===== config.mk =====
export PLATFORM = sky130hd
export DESIGN_NAME = zsig_delay_flat
export DESIGN_NICKNAME = d
export VERILOG_FILES = /design/src/rtl/zsig_pkg.sv /design/src/rtl/zsig_delay_if.sv /design/src/rtl/zsig_delay_ch.sv /design/src/rtl/zsig_delay.sv /design/src/flat_wrapper.sv
export SDC_FILE = /design/constraint.sdc
export NUM_CORES = 1
export LEC_CHECK = 0
export CAP_MARGIN = 20
export CORE_ASPECT_RATIO = 0.8
export CORE_MARGIN = 1
export CORE_UTILIZATION = 35
export CTS_CLUSTER_DIAMETER = 200
export DETAILED_ROUTE_END_ITERATION = 12
export PLACE_DENSITY = 0.67
export SKIP_LAST_GASP = 1
export SLEW_MARGIN = 15
export SYNTH_ARGS = -nofsm -noshare
export SYNTH_HDL_FRONTEND = slang
export SYNTH_HIERARCHICAL = 1
export SYNTH_SLANG_ARGS = --single-unit

===== constraint.sdc =====
create_clock -name fclk -period 1.3 [get_ports fclk]
set_clock_uncertainty 0.2 [all_clocks]
set_input_delay 0.325 -clock fclk [delete_from_list [all_inputs] [get_ports fclk]]
set_output_delay 0.325 -clock fclk [all_outputs]
set_load 0.02 [all_outputs]

===== src/rtl/zsig_pkg.sv =====
// zsig_pkg: shared constants and helpers for the zsig_delay signal-delay block.
//   - default channel count and rise/fall delays
//   - per-channel state encoding (IDLE / PEND)
//   - cnt_width(): counter width needed to count up to max(rise, fall) - 1
package zsig_pkg;

  localparam int DEF_CHANNELS = 6;
  localparam int DEF_RISE_DLY = 3;
  localparam int DEF_FALL_DLY = 2;

  typedef enum logic {
    IDLE = 1'b0,  // sample equals output, counter parked at 0
    PEND = 1'b1   // sample differs from output, counting toward expiry
  } ch_state_e;

  function automatic int cnt_width(input int rise, input int fall);
    return $clog2((rise > fall) ? rise : fall) + 1;
  endfunction

endpackage


===== src/rtl/zsig_delay_if.sv =====
// zsig_delay_if: bundles the channel bus of zsig_delay.
//   din    : raw control signals (CHANNELS)
//   smask  : 1 = channel sampled on strobe cycles only
//   strobe : sample enable for masked channels
//   dout   : delayed, deglitched signals
//   busy   : any channel has a pending transition
// master drives din/smask/strobe; slave (the delay block) drives dout/busy.
interface zsig_delay_if #(
  parameter int CHANNELS = 6
);
  logic [CHANNELS-1:0] din;
  logic [CHANNELS-1:0] smask;
  logic                strobe;
  logic [CHANNELS-1:0] dout;
  logic                busy;

  modport master (output din, smask, strobe, input  dout, busy);
  modport slave  (input  din, smask, strobe, output dout, busy);
endinterface


===== src/rtl/zsig_delay_ch.sv =====
// zsig_delay_ch: one inertial-delay channel.
//   fclk, rst : clock, async active-high reset
//   din       : raw input bit
//   smask     : 1 = load sample only when strobe is high
//   strobe    : sample enable for masked operation
//   dout      : delayed output bit (registered)
//   pend      : sample differs from output (transition pending)
//   cancel    : this cycle a pending transition is swallowed
// A new sample value must persist for RISE_DLY (0->1) or FALL_DLY (1->0)
// edges before it reaches dout; returning early cancels the transition.
module zsig_delay_ch
  import zsig_pkg::*;
#(
  parameter int   RISE_DLY = DEF_RISE_DLY,
  parameter int   FALL_DLY = DEF_FALL_DLY,
  parameter logic RST_BIT  = 1'b1,
  parameter int   CW       = cnt_width(RISE_DLY, FALL_DLY)
) (
  input  logic fclk,
  input  logic rst,
  input  logic din,
  input  logic smask,
  input  logic strobe,
  output logic dout,
  output logic pend,
  output logic cancel
);

  localparam logic [CW-1:0] RISE_C = CW'(RISE_DLY);
  localparam logic [CW-1:0] FALL_C = CW'(FALL_DLY);

  logic          s;
  logic [CW-1:0] cnt, cnt_n;
  logic          dout_n;
  ch_state_e     state, state_n;
  logic [CW-1:0] d_sel;

  always_ff @(posedge fclk or posedge rst) begin
    if (rst) begin
      s     <= RST_BIT;
      dout  <= RST_BIT;
      cnt   <= '0;
      state <= IDLE;
    end else begin
      if (!smask || strobe) s <= din;
      dout  <= dout_n;
      cnt   <= cnt_n;
      state <= state_n;
    end
  end

  // Delay depends on the direction of the pending transition, i.e. on s.
  assign d_sel = s ? RISE_C : FALL_C;

  always_comb begin
    state_n = state;
    cnt_n   = cnt;
    dout_n  = dout;
    cancel  = 1'b0;
    case (state)
      IDLE: begin
        if (s != dout) begin
          if (cnt == d_sel - 1'b1) begin
            dout_n  = s;
            cnt_n   = '0;
            state_n = IDLE;
          end else begin
            cnt_n   = cnt + 1'b1;
            state_n = PEND;
          end
        end
      end
      PEND: begin
        if (s == dout) begin
          // Sample fell back before expiry: swallow the pulse.
          cnt_n   = '0;
          state_n = IDLE;
          cancel  = 1'b1;
        end else if (cnt == d_sel - 1'b1) begin
          dout_n  = s;
          cnt_n   = '0;
          state_n = IDLE;
        end else begin
          cnt_n   = cnt + 1'b1;
        end
      end
      default: begin
        cnt_n   = '0;
        state_n = IDLE;
      end
    endcase
  end

  assign pend = (s != dout);

endmodule


===== src/rtl/zsig_delay.sv =====
// zsig_delay: multi-channel inertial delay / deglitcher for control strobes.
//   fclk       : system clock, rising edge
//   rst        : async active-high reset
//   bus        : zsig_delay_if.slave (din, smask, strobe in; dout, busy out)
//   glitch_clr : (ZSIG_GLITCH_CNT_EN only) clear glitch counter, wins over increment
//   glitch_cnt : (ZSIG_GLITCH_CNT_EN only) saturating count of cycles with a cancel
// Optional feature macro: ZSIG_GLITCH_CNT_EN.
module zsig_delay
  import zsig_pkg::*;
#(
  parameter int                  CHANNELS = DEF_CHANNELS,
  parameter int                  RISE_DLY = DEF_RISE_DLY,
  parameter int                  FALL_DLY = DEF_FALL_DLY,
  parameter logic [CHANNELS-1:0] RST_VAL  = '1
) (
  input  logic         fclk,
  input  logic         rst,
  zsig_delay_if.slave  bus
`ifdef ZSIG_GLITCH_CNT_EN
  ,
  input  logic         glitch_clr,
  output logic [15:0]  glitch_cnt
`endif
);

  localparam int CW = cnt_width(RISE_DLY, FALL_DLY);

  logic [CHANNELS-1:0] pend;
  logic [CHANNELS-1:0] cancel;

  for (genvar i = 0; i < CHANNELS; i++) begin : g_ch
    zsig_delay_ch #(
      .RISE_DLY (RISE_DLY),
      .FALL_DLY (FALL_DLY),
      .RST_BIT  (RST_VAL[i]),
      .CW       (CW)
    ) u_ch (
      .fclk   (fclk),
      .rst    (rst),
      .din    (bus.din[i]),
      .smask  (bus.smask[i]),
      .strobe (bus.strobe),
      .dout   (bus.dout[i]),
      .pend   (pend[i]),
      .cancel (cancel[i])
    );
  end

  always_ff @(posedge fclk or posedge rst) begin
    if (rst) bus.busy <= 1'b0;
    else     bus.busy <= |pend;
  end

`ifdef ZSIG_GLITCH_CNT_EN
  always_ff @(posedge fclk or posedge rst) begin
    if (rst)                                        glitch_cnt <= '0;
    else if (glitch_clr)                            glitch_cnt <= '0;
    else if ((|cancel) && (glitch_cnt != 16'hFFFF)) glitch_cnt <= glitch_cnt + 16'd1;
  end
`else
  // Cancel flags only feed the optional glitch counter.
  logic unused_cancel;
  assign unused_cancel = |cancel;
`endif

endmodule


===== src/flat_wrapper.sv =====
// flat-port wrapper written by rule: the top's interface ports become plain ports
module zsig_delay_flat import zsig_pkg::*;
#(
  parameter int                  CHANNELS = DEF_CHANNELS,
  parameter int                  RISE_DLY = DEF_RISE_DLY,
  parameter int                  FALL_DLY = DEF_FALL_DLY,
  parameter logic [CHANNELS-1:0] RST_VAL  = '1
)
  (fclk, rst, bus_din, bus_smask, bus_strobe, bus_dout, bus_busy);
  zsig_delay_if #(.CHANNELS(CHANNELS)) bus_i ();
  input  logic fclk;
  input  logic rst;
  input wire logic [$bits(bus_i.din)-1:0] bus_din;
  input wire logic [$bits(bus_i.smask)-1:0] bus_smask;
  input wire logic [$bits(bus_i.strobe)-1:0] bus_strobe;
  output wire logic [$bits(bus_i.dout)-1:0] bus_dout;
  output wire logic [$bits(bus_i.busy)-1:0] bus_busy;
  assign bus_i.din = bus_din;
  assign bus_i.smask = bus_smask;
  assign bus_i.strobe = bus_strobe;
  assign bus_dout = bus_i.dout;
  assign bus_busy = bus_i.busy;
  zsig_delay #(.CHANNELS(CHANNELS), .RISE_DLY(RISE_DLY), .FALL_DLY(FALL_DLY), .RST_VAL(RST_VAL)) u_core (.fclk(fclk), .rst(rst), .bus(bus_i));
endmodule

==> Word-level counts from Yosys, hierarchy flattened <==
Index checks and enable logic that the tools add are counted.
{ "totals": {"latchBits": 0, "ram_bits": 0, "in_bits": 15, "memories": 0, "ff_bits": 37, "out_inout_bits": 7, "wordCells": 170, "rom_bits": 0} }
{ "op_classes": {"n_reduce_logical": 19, "muxes": 78, "add_sub_neg": 12, "n_bitwise": 6, "magnitude_cmp": 0, "div": 0, "n_eq_ne": 30, "n_mul": 0, "shift": 0} }
{ "op_table": {"columns": ["cell", "n"], "rows": [
  ["two-way mux 3 bit", 18],
  ["two-way mux 1 bit", 42],
  ["one-hot mux 3 bit (2 select lines)", 6],
  ["inequality test 2 bit, second input constant", 12],
  ["one-hot mux 1 bit (2 select lines)", 12],
  ["adder 3 x 1 -> 3 bit, second input constant", 6],
  ["equality test 3 bit", 6],
  ["subtractor 2 x 1 -> 3 bit, second input constant", 6],
  ["AND reduction 2 bit", 6],
  ["equality test 1 bit", 6],
  ["logical NOT 1 bit", 6],
  ["logical OR 1 bit", 6],
  ["inequality test 1 bit", 6],
  ["inverter 1 bit", 6],
  ["OR reduction 6 bit", 1]
]} }

==> Logic depth before layout (Yosys ltp) <==
{ "logic_depth": {"ltp_word": 6, "mapped_depth": 4, "depth_no_buf": 3} }

==> Modules after synthesis <==
The synthesis kept the hierarchy.
{ "modules_own_cells": {"columns": ["module", "n_inst", "area_each_um2", "cells_per_inst"], "rows": [
  ["zsig_delay_ch", 6, 344.1, 31],
  ["zsig_delay", 1, 42.5, 5]
]} }

==> Worst setup path before layout <==
No wires, ideal clock.
{ "synth_path": {"kind": "flip-flop to flip-flop", "start": "register u_core.g_ch[3].u_ch.dout", "end": "register u_core.g_ch[3].u_ch.cnt[2]", "path_slack_ns": -0.223, "stages_incl_launch_ff": 5, "t_required_ns": 0.979, "arrival_time_ns": 1.202, "path_buffers": 1, "setup_ns": 0.121, "path_cell_list": "dfstp_2 buf_2 xor2_1 nor2_1 a22o_1"} }
{ "synth_between": {"word_cells_on_any_way": 5} }
{ "synth_rtl": {"columns": ["element", "line", "text"], "rows": [
  ["start: declaration", "zsig_delay_ch.sv:24", "output logic dout,"],
  ["start signal: assignment", "zsig_delay_ch.sv:46", "dout <= dout_n;"],
  ["inequality test 1 bit", null, null],
  ["named net u_core.pend[3]", "zsig_delay.sv:28", "logic [CHANNELS-1:0] pend;"],
  ["inequality test 2 bit (no source line)", null, null],
  ["end signal: assignment", "zsig_delay_ch.sv:47", "cnt <= cnt_n;"],
  ["end: declaration", "zsig_delay_ch.sv:33", "logic [CW-1:0] cnt, cnt_n;"]
]} }
The timed path passes the listed nets, and every way through them passes these cells.
A chain may end at the register's enable or synchronous reset.

==> Final worst setup path <==
{ "layout_path": {"start": "register u_core.g_ch[1].u_ch.dout", "end": "output port bus_dout[1]"} }
{ "layout_rtl": {"columns": ["element", "line", "text"], "rows": [
  ["start: declaration", "zsig_delay_ch.sv:24", null],
  ["start signal: assignment", "zsig_delay_ch.sv:46", null],
  ["end: declaration", "flat_wrapper.sv:16", "output wire logic [$bits(bus_i.dout)-1:0] bus_dout;"]
]} }
No word-level cell between the ends.

==> results_dict.tcl <==
set metrics [dict create \
    required_ns 0.77 \
    cts_tree "built" \
    grt_max_degree 12 \
    postSynthCellCount 185 \
    final_nets 270 \
    drv_slew 0 \
    critical_path_class "flop to primary output" \
    finalSetupViolCount 32 \
    synth.avg_cell_area_um2 11.2 \
    firstDrtPassIters 6 \
    start_kind "flop" \
    antenna_cells 0 \
    peakVddDrop_mv 1.09 \
    pin_count 22 \
    die_y_um 70.8 \
    final_cells 328 \
    syn2layout_area_growth_pct 51.1 \
    track_usage_pct 15.7 \
    routed_via_density 4.92 \
    initial_core_util_pct 37.1 \
    grt_pass1_vias 1551 \
    htreeDepth 2 \
    hold_buffers 0 \
    fp.dieArea_um2 6230 \
    worst_pin_slew_ns 0.364 \
    antenna_left 0 \
    dp.cells 308 \
    route.vias.total 1613 \
    gp_congestion 0.750 \
    rsz0062_at_grt "yes" \
    p_leak_nw 1.38 \
    hold_viol_final 0 \
    power_mw 7.21 \
    worstPathMaxFanout 2 \
    critPathMaxStageDelay_ns 0.56 \
    drc_errors 0 \
    cts_made_buffers 5 \
    hp-class "primary input to asynchronous set/reset pin" \
    synth.cell_area_um2 2070 \
    wire_per_inst_um 13.7 \
    totalWireLength_um 4480 \
    outcome "finished with violations" \
    rows 24 \
    slew-limit-headroom_pct 75.4 \
    drv_cap 0 \
    worst_setup_path_end_kind "primary output" \
    final_cell_mix "buf_6, dfrtp_1, buf_4" \
    critPathBufInv 1 \
    clockBufferDepth 2 \
    cp_slowest_cell "dfstp_2" \
    die_w_um 88.0 \
    yosys_warnings 6 \
    grt_pass1_wl_um 7400 \
    fin_crit_ns 1.49 \
    cts_sinks 37 \
    clkTransAtPathRegs_ns 0.07 \
    cts-root-buf "clkbuf_8" \
    dpl.hpwl_um 2970 \
    drive_above_1_share_pct 51.2 \
    fin_crit_sh_pct 115 \
    io_buffers 21 \
    critPathTopFamily "flip-flops" \
    cp_cell_sequence "buf_6" \
    worst_ep_arrival_time_ns 0.97 \
    fmax_mhz 669 \
    antenna_found_initial 0 \
    grt_overflow 0 \
    violations "setup timing" \
    clock_latency_ns 0.29 \
    final_common_cell "buf_6" \
    p_per_area_nw_per_um2 2300 \
    syn_nets 206 \
    drt_iter0_drc 59 \
    core_um2 5590 \
    worst_slack_ns -0.194 \
]
[repair_timing]
action	4_1_cts	5_1_grt
resized for setup	82	33
setup buffers	8	4
endpoints found under the setup margin	37	35
pin swaps	11	7
[cell type report]
class / instances / area, um^2
inverters: 13 / 48.8
repair buffers: 63 / 621
well taps: 78 / 97.6
fillers: 473 / 2460
multi-input cells: 129 / 1340
clock inverters: 2 / 10.0
flip-flops and latches: 37 / 943
clock buffers: 6 / 72.6
[metal layers]
layer  vias to the layer above  routed length, um  global-route usage [%]
li1                        787                  -                       -
met3                         6                166                    3.15
met4                         0                 62                    5.46
met2                        29               2170                    24.0
met1                       791               2080                    22.0
met5                         -                  0                       0
[through the flow]
step	hold slack [ns]	instance area [um^2]	TNS [ns]	setup slack (ns)	util, %
2_1_floorplan	-0.146	2110	-2.20	-0.167	-
3_3_place_gp	0.332	2570	-6.62	-0.343	46.1
3_5_place_dp	0.325	2570	-6.85	-0.349	46.1
4_1_cts	0.151	2970	-4.04	-0.194	53.2
5_1_grt	0.198	3130	-5.57	-0.239	56.0
6_report	0.156	3130	-4.18	-0.194	56.0
[path summary, 6_finish.rpt]
path	start	endpoint	slack (ns)	cells after the start
worst min-delay path	rst	u_core/bus.busy	0.16	2
min in group fclk	u_core/g_ch[3].u_ch/s	u_core/g_ch[3].u_ch/dout	0.38	2
max in group asynchronous	rst	u_core/g_ch[0].u_ch/dout	0.37	2
worst min register to register	u_core/g_ch[3].u_ch/s	u_core/g_ch[3].u_ch/dout	0.38	2
worst max-delay path	u_core/g_ch[1].u_ch/dout	bus_dout[1]	-0.19	1
worst max register to register	u_core/g_ch[5].u_ch/dout	u_core/bus.busy	-0.18	4
[report_power, final]
group | total (mW) | switching [mW] | leakage [nW] | internal [mW]
sequential | 2.31 | 0.627 | 0.439 | 1.69
clock | 0.776 | 0.404 | 0.0450 | 0.372
combinational | 4.12 | 1.71 | 0.901 | 2.41
[flip-flops by register name, summed over array words and instances (netlist names)]
signal                  flops
u_core/g_ch.u_ch/dout       6
u_core/bus.busy             1
u_core/g_ch.u_ch/s          6
u_core/g_ch.u_ch/state      6
u_core/g_ch.u_ch/cnt       18
No activity file was read; power rests on OpenSTA's default activity.
